## config.mk

```make
export PLATFORM = sky130hd
export DESIGN_NAME = processor_datapath
export DESIGN_NICKNAME = d
export VERILOG_FILES = /design/src/rtl/processor_datapath.sv
export SDC_FILE = /design/constraint.sdc
export NUM_CORES = 2
export LEC_CHECK = 0
export CORE_ASPECT_RATIO = 1.1
export CORE_UTILIZATION = 45
export DETAILED_ROUTE_END_ITERATION = 8
export DONT_BUFFER_PORTS = 1
export SYNTH_ARGS = -nofsm -noshare
export SYNTH_HDL_FRONTEND = slang
export SYNTH_SLANG_ARGS = --single-unit
```

## constraint.sdc

```tcl
create_clock -name clk -period 9.4 [get_ports clk]
set_clock_uncertainty 0.15 [all_clocks]
set_input_delay 0.47 -clock clk [delete_from_list [all_inputs] [get_ports clk]]
set_output_delay 0.47 -clock clk [all_outputs]
set_load 0.02 [all_outputs]
```

## src/rtl/processor_datapath.sv

```systemverilog
// Single-cycle processor datapath: PC, instruction register, 16x16 register file,
// 256x16 data memory and an 8-function ALU with a registered zero flag.
module processor_datapath #(
    parameter int DATA_W = 16,
    parameter int PC_W   = 8,
    parameter int RF_AW  = 4
) (
    input  logic              clk,
    input  logic              reset,
    input  logic              PC_clr,
    input  logic              PC_up,
    output logic [PC_W-1:0]   PC,
    input  logic [DATA_W-1:0] I_data,
    input  logic              IR_ld,
    output logic [DATA_W-1:0] IR,
    input  logic [7:0]        D_addr,
    input  logic              D_wr,
    input  logic              RF_s,
    input  logic [RF_AW-1:0]  RF_W_addr,
    input  logic              RF_W_en,
    input  logic [RF_AW-1:0]  RF_Ra_addr,
    input  logic [RF_AW-1:0]  RF_Rb_addr,
    input  logic [2:0]        ALU_s0,
    output logic [DATA_W-1:0] Ra_data,
    output logic [DATA_W-1:0] Rb_data,
    output logic [DATA_W-1:0] ALU_out,
    output logic              ALU_Z
);

    localparam int RF_N = 1 << RF_AW;

    logic [DATA_W-1:0] rf   [RF_N];
    logic [DATA_W-1:0] dmem [256];
    logic [DATA_W-1:0] d_rdata;
    logic [DATA_W-1:0] rf_wdata;

    // Two's-complement arithmetic wraps naturally at DATA_W bits.
    function automatic logic [DATA_W-1:0] alu_f(
        input logic [2:0]               op,
        input logic signed [DATA_W-1:0] a,
        input logic signed [DATA_W-1:0] b
    );
        logic signed [DATA_W-1:0] r;
        case (op)
            3'd0:    r = a;
            3'd1:    r = a + b;
            3'd2:    r = a - b;
            3'd3:    r = a & b;
            3'd4:    r = a | b;
            3'd5:    r = a ^ b;
            3'd6:    r = ~a;
            default: r = '0;
        endcase
        return r;
    endfunction

    assign Ra_data  = rf[RF_Ra_addr];
    assign Rb_data  = rf[RF_Rb_addr];
    assign d_rdata  = dmem[D_addr];
    assign ALU_out  = alu_f(ALU_s0, Ra_data, Rb_data);
    assign rf_wdata = RF_s ? d_rdata : ALU_out;

    always_ff @(posedge clk or negedge reset) begin
        if (!reset) begin
            PC    <= '0;
            IR    <= '0;
            ALU_Z <= 1'b0;
            for (int i = 0; i < RF_N; i++) begin
                rf[i] <= '0;
            end
        end else begin
            if (PC_clr) begin
                PC <= '0;
            end else if (PC_up) begin
                PC <= PC + 1'b1;
            end
            if (IR_ld) begin
                IR <= I_data;
            end
            if (RF_W_en) begin
                rf[RF_W_addr] <= rf_wdata;
                if (!RF_s) begin
                    ALU_Z <= (ALU_out == '0);
                end
            end
        end
    end

    // Memory has no reset, but a write is still suppressed while reset is held.
    always_ff @(posedge clk) begin
        if (reset && D_wr) begin
            dmem[D_addr] <= Ra_data;
        end
    end

endmodule

```

==> flow_summary.json <==
{
  "status": "complete, but fails checks",
  "violations": "max-capacitance violations, max-slew violations",
  "die_w_um": 595,
  "clk_pin_slew_ns": 0.06,
  "synth_edf_count": 4096,
  "wl_per_cell_um": 34.8,
  "h-tree-depth": 5,
  "endpoint_kind": "output port",
  "layout.nets": 8379,
  "crit_chain": "mux4_2 -> a22o_1 -> a221oi_1 -> inv_1 -> nor3_1 -> nand3_1 -> nor2_1 -> a31oi_1 -> xnor2_1 -> ha_1 -> a21o_1 -> a21oi_1 -> o21ai_0 -> a21oi_1 -> a2111oi_0 -> nand4_1 -> o2111ai_1 -> nor2_2 -> inv_2",
  "synth.most_common_cell": "edfxtp_1",
  "grt_max_degree": 282,
  "drc_errors": 0,
  "drive_gt1_share_pct": 33.0,
  "synthCells": 7874,
  "fin_crit_sh_pct": 83.0,
  "power.switching_mw": 11.8,
  "ys_top_cells_by_count": "4,096 x edfxtp_1, 1,438 x mux4_2, 406 x nand2_1, 337 x nor2_1, 281 x dfrtp_1",
  "power_frac_seq_pct": 50.6,
  "grt_setup_unrepaired": "false",
  "tightest_slew_ns": 1.52,
  "synthToLayoutAreaGrowth_pct": 13.2,
  "clock-root-buffer": "clkbuf_16",
  "vdd_ir_drop_max_mv": 0.209,
  "async_reset_ff_share_pct": 6.42,
  "cp-endpoint": "ALU_out[15]",
  "critPathSlowestCell": "nor2_2",
  "worstPathRequired_ns": 8.78,
  "grt_pass1_vias": 87000,
  "crit_start": "rf[67]",
  "finalHoldViolCount": 0,
  "pwr-share-comb_pct": 12.1,
  "gp_congestion": 0.848,
  "slew_violations": 2,
  "clock_latency_ns": 0.98,
  "p_per_area_mw_per_mm2": 239,
  "synthesis.nets": 7972,
  "p_leak_nw": 62.8,
  "ys_types": 71,
  "r2r_start": "rf[67]",
  "track_usage_pct": 24.5,
  "worst-path-buf-inv": 2,
  "critical_path_peak_fanout": 17,
  "synth-seq-cells": 4377,
  "vias": 86000,
  "cts_sinks": 4377,
  "overflow": 0,
  "cts_made_buffers": 441,
  "pre_cts_slack_ns": 1.94,
  "reg2reg_to": "rf[255]",
  "antenna_found_initial": 28,
  "postRouteAntennaNets": 0,
  "cts_tree": "yes",
  "ys_top_cells_by_area": "edfxtp_1 71%, mux4_2 19%, dfrtp_1 4.0%, nand2_1 0.88%, mux2_2 0.80%",
  "yosysSeqAreaShare_pct": 74.7,
  "synth_area_mm2": 0.174,
  "io_pins": 120,
  "dr.pass1.iters": 5,
  "row_count": 239,
  "sw_frac_of_total_pct": 25.1,
  "critPathMostFrequentCell": "a21oi_1",
  "worstSetupPathType": "register to output port",
  "critPathMaxStageDelay_ns": 0.84,
  "yosysTopAreaCellShare_pct": 70.7,
  "drv_cap": 1,
  "worstPathArrival_ns": 7.18,
  "yosysTopAreaCell": "edfxtp_1",
  "min_path_type": "input pin to register",
  "core-area_mm2": 0.385,
  "startpoint_type": "register",
  "syn_area_per_cell_um2": 22.1,
  "io_buffers": 0,
  "critical_path.top_delay_family": "compound AO/OA/AOI/OAI gates",
  "crit_cells": 19,
  "rr_worst_depth": 20,
  "pwr-share-clk_pct": 37.3,
  "final.setup.worst_slack_ns": 1.60,
  "yosysWarnings": 0,
  "r2r_slack_ns": 2.41,
  "tns_ns": 0,
  "ctsResizeCount": 0,
  "fillerInstances": 29900,
  "fmaxAchievable_mhz": 128,
  "viasPerCell": 6.27,
  "fin_crit_ns": 7.80,
  "dpl.hpwl_um": 269000,
  "wl_um": 477000,
  "ys.flop_type": "edfxtp_1",
  "die_height_um": 654,
  "grt_pass1_wl_um": 672000,
  "drt_first_iter_violations": 10900,
  "internal-power_mw": 35.2,
  "slew_headroom_pct": -4.33,
  "cts_max_path_buffers": 4,
  "start_util_pct": 45.2,
  "setup_violations": 0,
  "die_area_mm2": 0.389
}
cells in the final DEF (no fill, tap or decap), types with 35 or more instances in the layout:
cell           synthesis  final
edfxtp_1            4096   4096
mux4_2              1438   1431
clkbuf_16              0    446
nand2_1              406    401
buf_4                 35    370
dfrtp_1              281    281
nor2_2                 2    229
mux2_2               123    123
clkinv_1               1    116
nor2_1               337    100
clkbuf_1             246     80
clkinv_2               0     73
o21ai_0               73     70
a21oi_1               65     65
nand3_1               69     59
dlygate4sd3_1          0     55
a22oi_1               50     50
ha_1                  50     50
mux2i_1               48     48
bufinv_16              0     47
inv_1                 39     35
power groups by stage:
stage	clock network, mW	registers, mW	logic, mW
floorplan	0	24.4	3.42
global placement	0	24.1	5.39
detailed placement	0	24.2	5.63
CTS	17.8	23.7	5.70
global route	18.5	23.8	6.04
finish	17.5	23.8	5.67
logic make-up (layout without fill, tap and decap cells):
kind of cell,after synthesis,count (layout),share of synthesized area [%]
XOR/XNOR,26,26,0.131
flip-flops,4377,4377,74.7
adder cells (fa/ha/maj),51,51,0.371
multiplexers,1609,1609,19.7
AND/OR/NAND/NOR,938,938,2.26
AO/OA/AOI/OAI,354,354,1.38
other,0,15,0
buffers and inverters,519,1296,1.45
flip-flops by register name, summed over array words and instances (netlist names):
register / flops
dmem: 4096
rf: 256
IR: 16
PC: 8
ALU_Z: 1
per-stage QoR:
step                total power, mW  instance area (um2)  instances  hold WS [ns]  util [%]
finish                         47.0               197000      13700         0.101      51.1
global route                   48.3               197000      13700        0.0707      51.1
CTS                            47.2               197000      13700        0.0223      51.1
detailed placement             29.8               182000      12800        0.0306      47.2
global placement               29.5               182000      12800        0.0308      47.2
floorplan                      27.8               174000       7874        0.0244         -
metal layers:
| metal | global-route usage [%] | vias up | routed length [um] |
|---|---|---|---|
| met3 | 4.82 | 797 | 40400 |
| met4 | 8.14 | 10 | 17800 |
| met2 | 39.3 | 3843 | 231000 |
| li1 | - | 34000 | - |
| met5 | 0 | - | 63 |
| met1 | 33.7 | 47300 | 189000 |
worst min-delay path, delay by kind of cell:
kind	cells	cell delay [ns]
simple gates	2	0.20
compound gates	1	0.48
cell type report:
cell class                      instances  area, um2  share of cell area [%]
Clock inverter                        279       2810                    1.43
Sequential cell                      4377     130000                    66.0
Multi-Input combinational cell       2978      42300                    21.5
Inverter                               42        188                  0.0953
Tap cell                             5061       6330                    3.21
Timing Repair Buffer                  441       3720                    1.89
Clock buffer                          534      11600                    5.87
Antenna cell                           15       37.5                  0.0191
timing repair:
action,4_1_cts,5_1_grt
setup buffers,0,0
hold endpoints to repair,584,8
hold buffers,56,1
worst min-delay path by stage:
| stage | start | endpoint | slack, ns | cells after the start |
|---|---|---|---|---|
| after global placement | reset | PC[6] | 0.03 | 0 |
| final | RF_s | rf[74] | 0.10 | 3 |
| after global routing | RF_s | rf[42] | 0.07 | 3 |
| after floorplan | reset | ALU_Z | 0.02 | 0 |
| after detailed placement | reset | PC[6] | 0.03 | 0 |
| after CTS | RF_Ra_addr[2] | dmem[153][12] | 0.02 | 1 |
(Power assumes the default switching activity.)
